File: src/rtl/hazard_ctrl_if.sv
// Hazard controller bundle: ID/EX hazard sources in, pipeline control and
// event counters out. The controller side uses the slave modport.
interface hazard_ctrl_if #(
  parameter int REG_W = 5,
  parameter int EVT_W = 16
);
  logic [REG_W-1:0] IDrs;
  logic [REG_W-1:0] IDrt;
  logic             IDUsesRt;
  logic             IDIsJr;
  logic [REG_W-1:0] IDEXrt;
  logic             IDEXMemRead;
  logic             IDEXRegWrite;
  logic [REG_W-1:0] IDEXrd;
  logic             Branch;
  logic             ControlMux;
  logic             IFIDWrite;
  logic             PCWrite;
  logic             Flush;
  logic [EVT_W-1:0] StallEvents;
  logic [EVT_W-1:0] FlushEvents;

  modport slave (
    input  IDrs, IDrt, IDUsesRt, IDIsJr, IDEXrt, IDEXMemRead, IDEXRegWrite,
           IDEXrd, Branch,
    output ControlMux, IFIDWrite, PCWrite, Flush, StallEvents, FlushEvents
  );

  modport master (
    output IDrs, IDrt, IDUsesRt, IDIsJr, IDEXrt, IDEXMemRead, IDEXRegWrite,
           IDEXrd, Branch,
    input  ControlMux, IFIDWrite, PCWrite, Flush, StallEvents, FlushEvents
  );
endinterface

File: src/rtl/hazard_ctrl.sv
// Pipeline hazard controller: load-use and jr-operand stalls, multi-slot
// branch flushes, and saturating stall/flush event counters.
//
// state | meaning
// IDLE  | normal flow; hazards decoded combinationally (Mealy outputs)
// STALL | remaining cycles of a multi-cycle load-use stall; inputs ignored
// FLUSH | remaining cycles of a multi-slot branch flush; inputs ignored
module hazard_ctrl #(
  parameter int REG_W       = 5,
  parameter int LOAD_STALL  = 1,
  parameter int FLUSH_DEPTH = 1,
  parameter int EVT_W       = 16
) (
  input logic          Clk,
  input logic          Reset,
  hazard_ctrl_if.slave hz
);

  localparam int MAX_LEN = (LOAD_STALL > FLUSH_DEPTH) ? LOAD_STALL : FLUSH_DEPTH;
  localparam int CNT_W   = $clog2(MAX_LEN + 1);

  typedef enum logic [1:0] {
    IDLE  = 2'd0,
    STALL = 2'd1,
    FLUSH = 2'd2
  } state_t;

  state_t           state_q, state_d;
  logic [CNT_W-1:0] cnt_q, cnt_d;
  logic [EVT_W-1:0] stall_evt_q, flush_evt_q;

  logic lu, jh, stall_evt, flush_evt;
  logic ctrl_mux, ifid_we, pc_we, flush;

  // Hazard decode; register 0 never matches anything.
  always_comb begin
    lu = hz.IDEXMemRead &&
         (((hz.IDEXrt != '0) && (hz.IDEXrt == hz.IDrs)) ||
          (hz.IDUsesRt && (hz.IDEXrt != '0) && (hz.IDEXrt == hz.IDrt)));
    jh = hz.IDIsJr && hz.IDEXRegWrite && (hz.IDEXrd != '0) &&
         (hz.IDEXrd == hz.IDrs) && !lu;
    stall_evt = (state_q == IDLE) && (lu || jh);
    flush_evt = (state_q == IDLE) && !lu && !jh && hz.Branch;
  end

  // State and down-counter register.
  always_ff @(posedge Clk or posedge Reset) begin
    if (Reset) begin
      state_q <= IDLE;
      cnt_q   <= '0;
    end else begin
      state_q <= state_d;
      cnt_q   <= cnt_d;
    end
  end

  // Next-state: IDLE only leaves when a hazard needs more than one cycle.
  always_comb begin
    state_d = state_q;
    cnt_d   = cnt_q;
    unique case (state_q)
      IDLE: begin
        if (lu) begin
          if (LOAD_STALL > 1) begin
            state_d = STALL;
            cnt_d   = CNT_W'(LOAD_STALL - 1);
          end
        end else if (!jh && hz.Branch) begin
          if (FLUSH_DEPTH > 1) begin
            state_d = FLUSH;
            cnt_d   = CNT_W'(FLUSH_DEPTH - 1);
          end
        end
      end
      STALL, FLUSH: begin
        cnt_d = cnt_q - CNT_W'(1);
        if (cnt_q == CNT_W'(1)) state_d = IDLE;
      end
      default: begin
        state_d = IDLE;
        cnt_d   = '0;
      end
    endcase
  end

  // Outputs: Mealy in IDLE, state-only elsewhere, pass values while in reset.
  always_comb begin
    ctrl_mux = 1'b1;
    ifid_we  = 1'b1;
    pc_we    = 1'b1;
    flush    = 1'b0;
    if (!Reset) begin
      unique case (state_q)
        IDLE: begin
          if (lu || jh) begin
            ctrl_mux = 1'b0;
            ifid_we  = 1'b0;
            pc_we    = 1'b0;
          end else if (hz.Branch) begin
            flush = 1'b1;
          end
        end
        STALL: begin
          ctrl_mux = 1'b0;
          ifid_we  = 1'b0;
          pc_we    = 1'b0;
        end
        FLUSH: flush = 1'b1;
        default: ;
      endcase
    end
  end

  // Saturating event counters; one count per detected event, not per cycle.
  always_ff @(posedge Clk or posedge Reset) begin
    if (Reset) begin
      stall_evt_q <= '0;
      flush_evt_q <= '0;
    end else begin
      if (stall_evt && (stall_evt_q != '1)) stall_evt_q <= stall_evt_q + EVT_W'(1);
      if (flush_evt && (flush_evt_q != '1)) flush_evt_q <= flush_evt_q + EVT_W'(1);
    end
  end

  assign hz.ControlMux  = ctrl_mux;
  assign hz.IFIDWrite   = ifid_we;
  assign hz.PCWrite     = pc_we;
  assign hz.Flush       = flush;
  assign hz.StallEvents = stall_evt_q;
  assign hz.FlushEvents = flush_evt_q;

endmodule

File: src/flat_wrapper.sv
// flat-port wrapper written by rule: the top's interface ports become plain ports
module hazard_ctrl_flat 
#(
  parameter int REG_W       = 5,
  parameter int LOAD_STALL  = 1,
  parameter int FLUSH_DEPTH = 1,
  parameter int EVT_W       = 16
)
  (Clk, Reset, hz_IDrs, hz_IDrt, hz_IDUsesRt, hz_IDIsJr, hz_IDEXrt, hz_IDEXMemRead, hz_IDEXRegWrite, hz_IDEXrd, hz_Branch, hz_ControlMux, hz_IFIDWrite, hz_PCWrite, hz_Flush, hz_StallEvents, hz_FlushEvents);
  hazard_ctrl_if #(.REG_W(REG_W), .EVT_W(EVT_W)) hz_i ();
  input logic Clk;
  input logic Reset;
  input wire logic [$bits(hz_i.IDrs)-1:0] hz_IDrs;
  input wire logic [$bits(hz_i.IDrt)-1:0] hz_IDrt;
  input wire logic [$bits(hz_i.IDUsesRt)-1:0] hz_IDUsesRt;
  input wire logic [$bits(hz_i.IDIsJr)-1:0] hz_IDIsJr;
  input wire logic [$bits(hz_i.IDEXrt)-1:0] hz_IDEXrt;
  input wire logic [$bits(hz_i.IDEXMemRead)-1:0] hz_IDEXMemRead;
  input wire logic [$bits(hz_i.IDEXRegWrite)-1:0] hz_IDEXRegWrite;
  input wire logic [$bits(hz_i.IDEXrd)-1:0] hz_IDEXrd;
  input wire logic [$bits(hz_i.Branch)-1:0] hz_Branch;
  output wire logic [$bits(hz_i.ControlMux)-1:0] hz_ControlMux;
  output wire logic [$bits(hz_i.IFIDWrite)-1:0] hz_IFIDWrite;
  output wire logic [$bits(hz_i.PCWrite)-1:0] hz_PCWrite;
  output wire logic [$bits(hz_i.Flush)-1:0] hz_Flush;
  output wire logic [$bits(hz_i.StallEvents)-1:0] hz_StallEvents;
  output wire logic [$bits(hz_i.FlushEvents)-1:0] hz_FlushEvents;
  assign hz_i.IDrs = hz_IDrs;
  assign hz_i.IDrt = hz_IDrt;
  assign hz_i.IDUsesRt = hz_IDUsesRt;
  assign hz_i.IDIsJr = hz_IDIsJr;
  assign hz_i.IDEXrt = hz_IDEXrt;
  assign hz_i.IDEXMemRead = hz_IDEXMemRead;
  assign hz_i.IDEXRegWrite = hz_IDEXRegWrite;
  assign hz_i.IDEXrd = hz_IDEXrd;
  assign hz_i.Branch = hz_Branch;
  assign hz_ControlMux = hz_i.ControlMux;
  assign hz_IFIDWrite = hz_i.IFIDWrite;
  assign hz_PCWrite = hz_i.PCWrite;
  assign hz_Flush = hz_i.Flush;
  assign hz_StallEvents = hz_i.StallEvents;
  assign hz_FlushEvents = hz_i.FlushEvents;
  hazard_ctrl #(.REG_W(REG_W), .LOAD_STALL(LOAD_STALL), .FLUSH_DEPTH(FLUSH_DEPTH), .EVT_W(EVT_W)) u_core (.Clk(Clk), .Reset(Reset), .hz(hz_i));
endmodule
File: config.mk
export PLATFORM = sky130hd
export DESIGN_NAME = hazard_ctrl_flat
export DESIGN_NICKNAME = d
export VERILOG_FILES = /design/src/rtl/hazard_ctrl_if.sv /design/src/rtl/hazard_ctrl.sv /design/src/flat_wrapper.sv
export SDC_FILE = /design/constraint.sdc
export NUM_CORES = 1
export LEC_CHECK = 0
export BUFFER_PORTS_ARGS = -buffer_cell sky130_fd_sc_hd__buf_2
export CORE_ASPECT_RATIO = 0.8
export CORE_UTILIZATION = 30
export DETAILED_ROUTE_END_ITERATION = 10
export MAX_ROUTING_LAYER = met4
export PLACE_DENSITY = 0.53
export SYNTH_ARGS = -nofsm -noshare
export SYNTH_HDL_FRONTEND = slang
export SYNTH_SLANG_ARGS = --single-unit
File: constraint.sdc
create_clock -name Clk -period 2.3 [get_ports Clk]
set_clock_uncertainty 0.2 [all_clocks]
set_input_delay 0.23 -clock Clk [delete_from_list [all_inputs] [get_ports Clk]]
set_output_delay 0.23 -clock Clk [all_outputs]
set_load 0.01 [all_outputs]
==> flow_summary.toml <==
[power]
power_density_nw_per_um2 = 744
peakVddDrop_v = 0.000260
leakage_nw = 1.23
p_total_mw = 1.78

[outcome]
status = "complete, no violations"

[sta]
rsz0062_at_grt = "no"
layout_min_cycle_time_ns = 2.15
timing.final.crit_share_pct = 93.6
finalHoldViolCount = 0
slew_viol_final = 0
relSlewSlack_pct = 67.5
worst_pin_slew_ns = 0.483
setup-violations-final = 0
setup_tns_ns = 0
fmax_ghz = 0.465

[synth]
syn_area_sq_um = 1830
synth_flop_cell = "dfrtp_1"
syn_area_per_cell_sq_um = 10.6
yosysMostFrequentCell = "dfrtp_1"
synth-seq-cells = 32
synth_async_sr_flop_share_pct = 100
synthTopCellsByCount = "dfrtp_1 (32), xor2_1 (27), xnor2_1 (15), and3_1 (12), nand3_1 (12)"
synth_edf_count = 0
synthTopCellsByArea = "dfrtp_1 (44%), xor2_1 (13%), xnor2_1 (7.2%)"
postSynthCellCount = 173
synth_top_area_cell = "dfrtp_1"
synth_fp_nets = 202
yosys_warnings = 0
synth_cell_type_count = 37
ys_seq_area_share_pct = 43.8
synth_top_area_share_pct = 43.8

[clocking]
postCtsSetupRepairBufs = 0
clock_sinks = 32
clockBufferDepth = 2
cts-root-buf = "clkbuf_8"
htree_levels = 2
clock_latency_ns = 0.29
ctsResizeCount = 0
cts.clk_slew.worst_paths_ns = 0.07
cts_buffers = 5
tritoncts = "yes"

[worst_setup_path]
crit_path_max_incr_delay_ns = 0.30
arrival_ns = 1.72
critical-path-slowest-cell = "or2_2"
crit_path_start_kind = "input pin"
critPathMaxFanout = 25
crit_type = "in -> out"
crit_path_end_kind = "output pin"
path_common_cell = "buf_2"
crit_chain = "buf_2, xor2_1, nor4_1, a32oi_1, a2bb2oi_2, buf_12, or2_2, buf_2"
worst_ep_required_time_ns = 1.87

[detailed_routing]
drt-initial-drc-count = 96
drc = 0
viasPerCell = 4.74
drtPass1Iterations = 4
vias = 1541
antenna_left = 0
wl_mm = 4.21
wire_per_inst_um = 13.0

[floorplanning]
start_util_pct = 31.1
ios = 63
die_y_um = 71.8
core.rowCount = 25
dieArea_sq_um = 6410
core_sq_um = 5880
die_w_um = 89.2

[global_routing]
grt_max_degree = 33
grt_pass1_vias = 1407
grt_overflow = 0
grt_antenna_before_repair = 0
track_usage_pct = 14.1
grt_pass1_wl_mm = 6.65

[placement]
gp_routability_congestion = 0.722
place_area_sq_um = 2250
hpwl_mm = 3.06
port_buffers = 62

[layout]
design_area_sq_um = 2380
fin_nets = 272
fillerInstances = 635
area_growth_pct = 30.5
drive_gt1_share_pct = 36.5
diodes = 0

[hold_path]
hold_path_class = "in -> reg"

[run]
cap_violations = 0
## metrics by stage
step | util [%] | cells | setup slack [ns] | hold slack [ns]
4_1_cts | 40.6 | 325 | 0.0950 | 0.0624
3_3_place_gp | 38.2 | 316 | 0.0713 | 0.173
2_1_floorplan | - | 173 | 0.205 | 0.152
3_5_place_dp | 38.2 | 316 | 0.0362 | 0.180
6_report | 40.6 | 325 | 0.147 | 0.0717
5_1_grt | 40.6 | 325 | 0.0377 | 0.0789
## state kept, by name (all words and copies together), names as in the netlist
name,cells
u_core.hz.FlushEvents,16
u_core.hz.StallEvents,16
## cells in the final DEF (no fill, tap or decap), types with 2 or more instances in the layout
master    synthesis  routed
and3_1           12      12
a31oi_1           3       3
nor4_1            9       9
nand2_1           8       8
nor2_1            2       2
nand4_1           7       7
buf_2             2      62
nand3_1          12      12
xor2_1           27      27
inv_1             6       6
nor3_1            6       6
xnor2_1          15      15
and3_4            2       2
and4_1            3       3
ha_1              2       2
clkbuf_8          0       7
dfrtp_1          32      32
or2_2             2       2
buf_4             3       7
mux2_2            2       2
## critical path, delay by kind of cell
family	cells	cell delay, ns
AND/OR/NAND/NOR	2	0.58
AO/OA/AOI/OAI	2	0.31
buffers and inverters	3	0.44
XOR/XNOR	1	0.16
## final cells by class
type / count / area, sq um / share of cell area (%)
clock inverters: 1 / 30.0 / 1.26
clock buffers: 7 / 96.3 / 4.04
well taps: 81 / 101 / 4.25
repair buffers: 71 / 393 / 16.5
multi-input cells: 127 / 941 / 39.5
flip-flops and latches: 32 / 801 / 33.6
inverters: 6 / 22.5 / 0.944
## report_power, final
group | switching [mW] | internal, mW | total (mW)
Combinational | 0.217 | 0.217 | 0.435
Sequential | 0.0958 | 0.651 | 0.747
Clock | 0.211 | 0.382 | 0.593
Total | 0.524 | 1.25 | 1.78
## final timing paths
path	start	to	slack, ns	cells after the start
min	hz_Branch	u_core.hz.FlushEvents[11]	0.07	3
max reg2reg	u_core.hz.FlushEvents[1]	u_core.hz.FlushEvents[13]	0.20	6
min reg2reg	u_core.hz.FlushEvents[9]	u_core.hz.FlushEvents[9]	0.29	1
max in group asynchronous	Reset	u_core.hz.StallEvents[4]	1.17	4
max	hz_IDEXrt[2]	hz_PCWrite	0.15	8
min in group asynchronous	Reset	u_core.hz.FlushEvents[15]	0.42	4
## per-layer routing
metal / routed length (um) / part of all wire, % / track usage [%] / vias to the layer above
li1: - / - / - / 760
met1: 2220 / 53 / 20.0 / 730
met2: 1680 / 40 / 19.5 / 45
met3: 242 / 5.7 / 3.00 / 6
met4: 67 / 1.6 / 5.29 / 0
met5: 0 / 0 / - / -
## cell families after synthesis
group | synth area share (%)
AO/OA/AOI/OAI | 5.41
AND/OR/NAND/NOR | 23.4
adder cells (fa/ha/maj) | 1.37
flip-flops | 43.8
multiplexers | 1.23
buffers and inverters | 4.66
XOR/XNOR | 20.1
## timing repair
action	CTS	global route
endpoints found under the hold margin	32	0
hold buffers	1	0
endpoints found under the setup margin	0	3
Note: power is estimated with default switching activity, not from simulation.
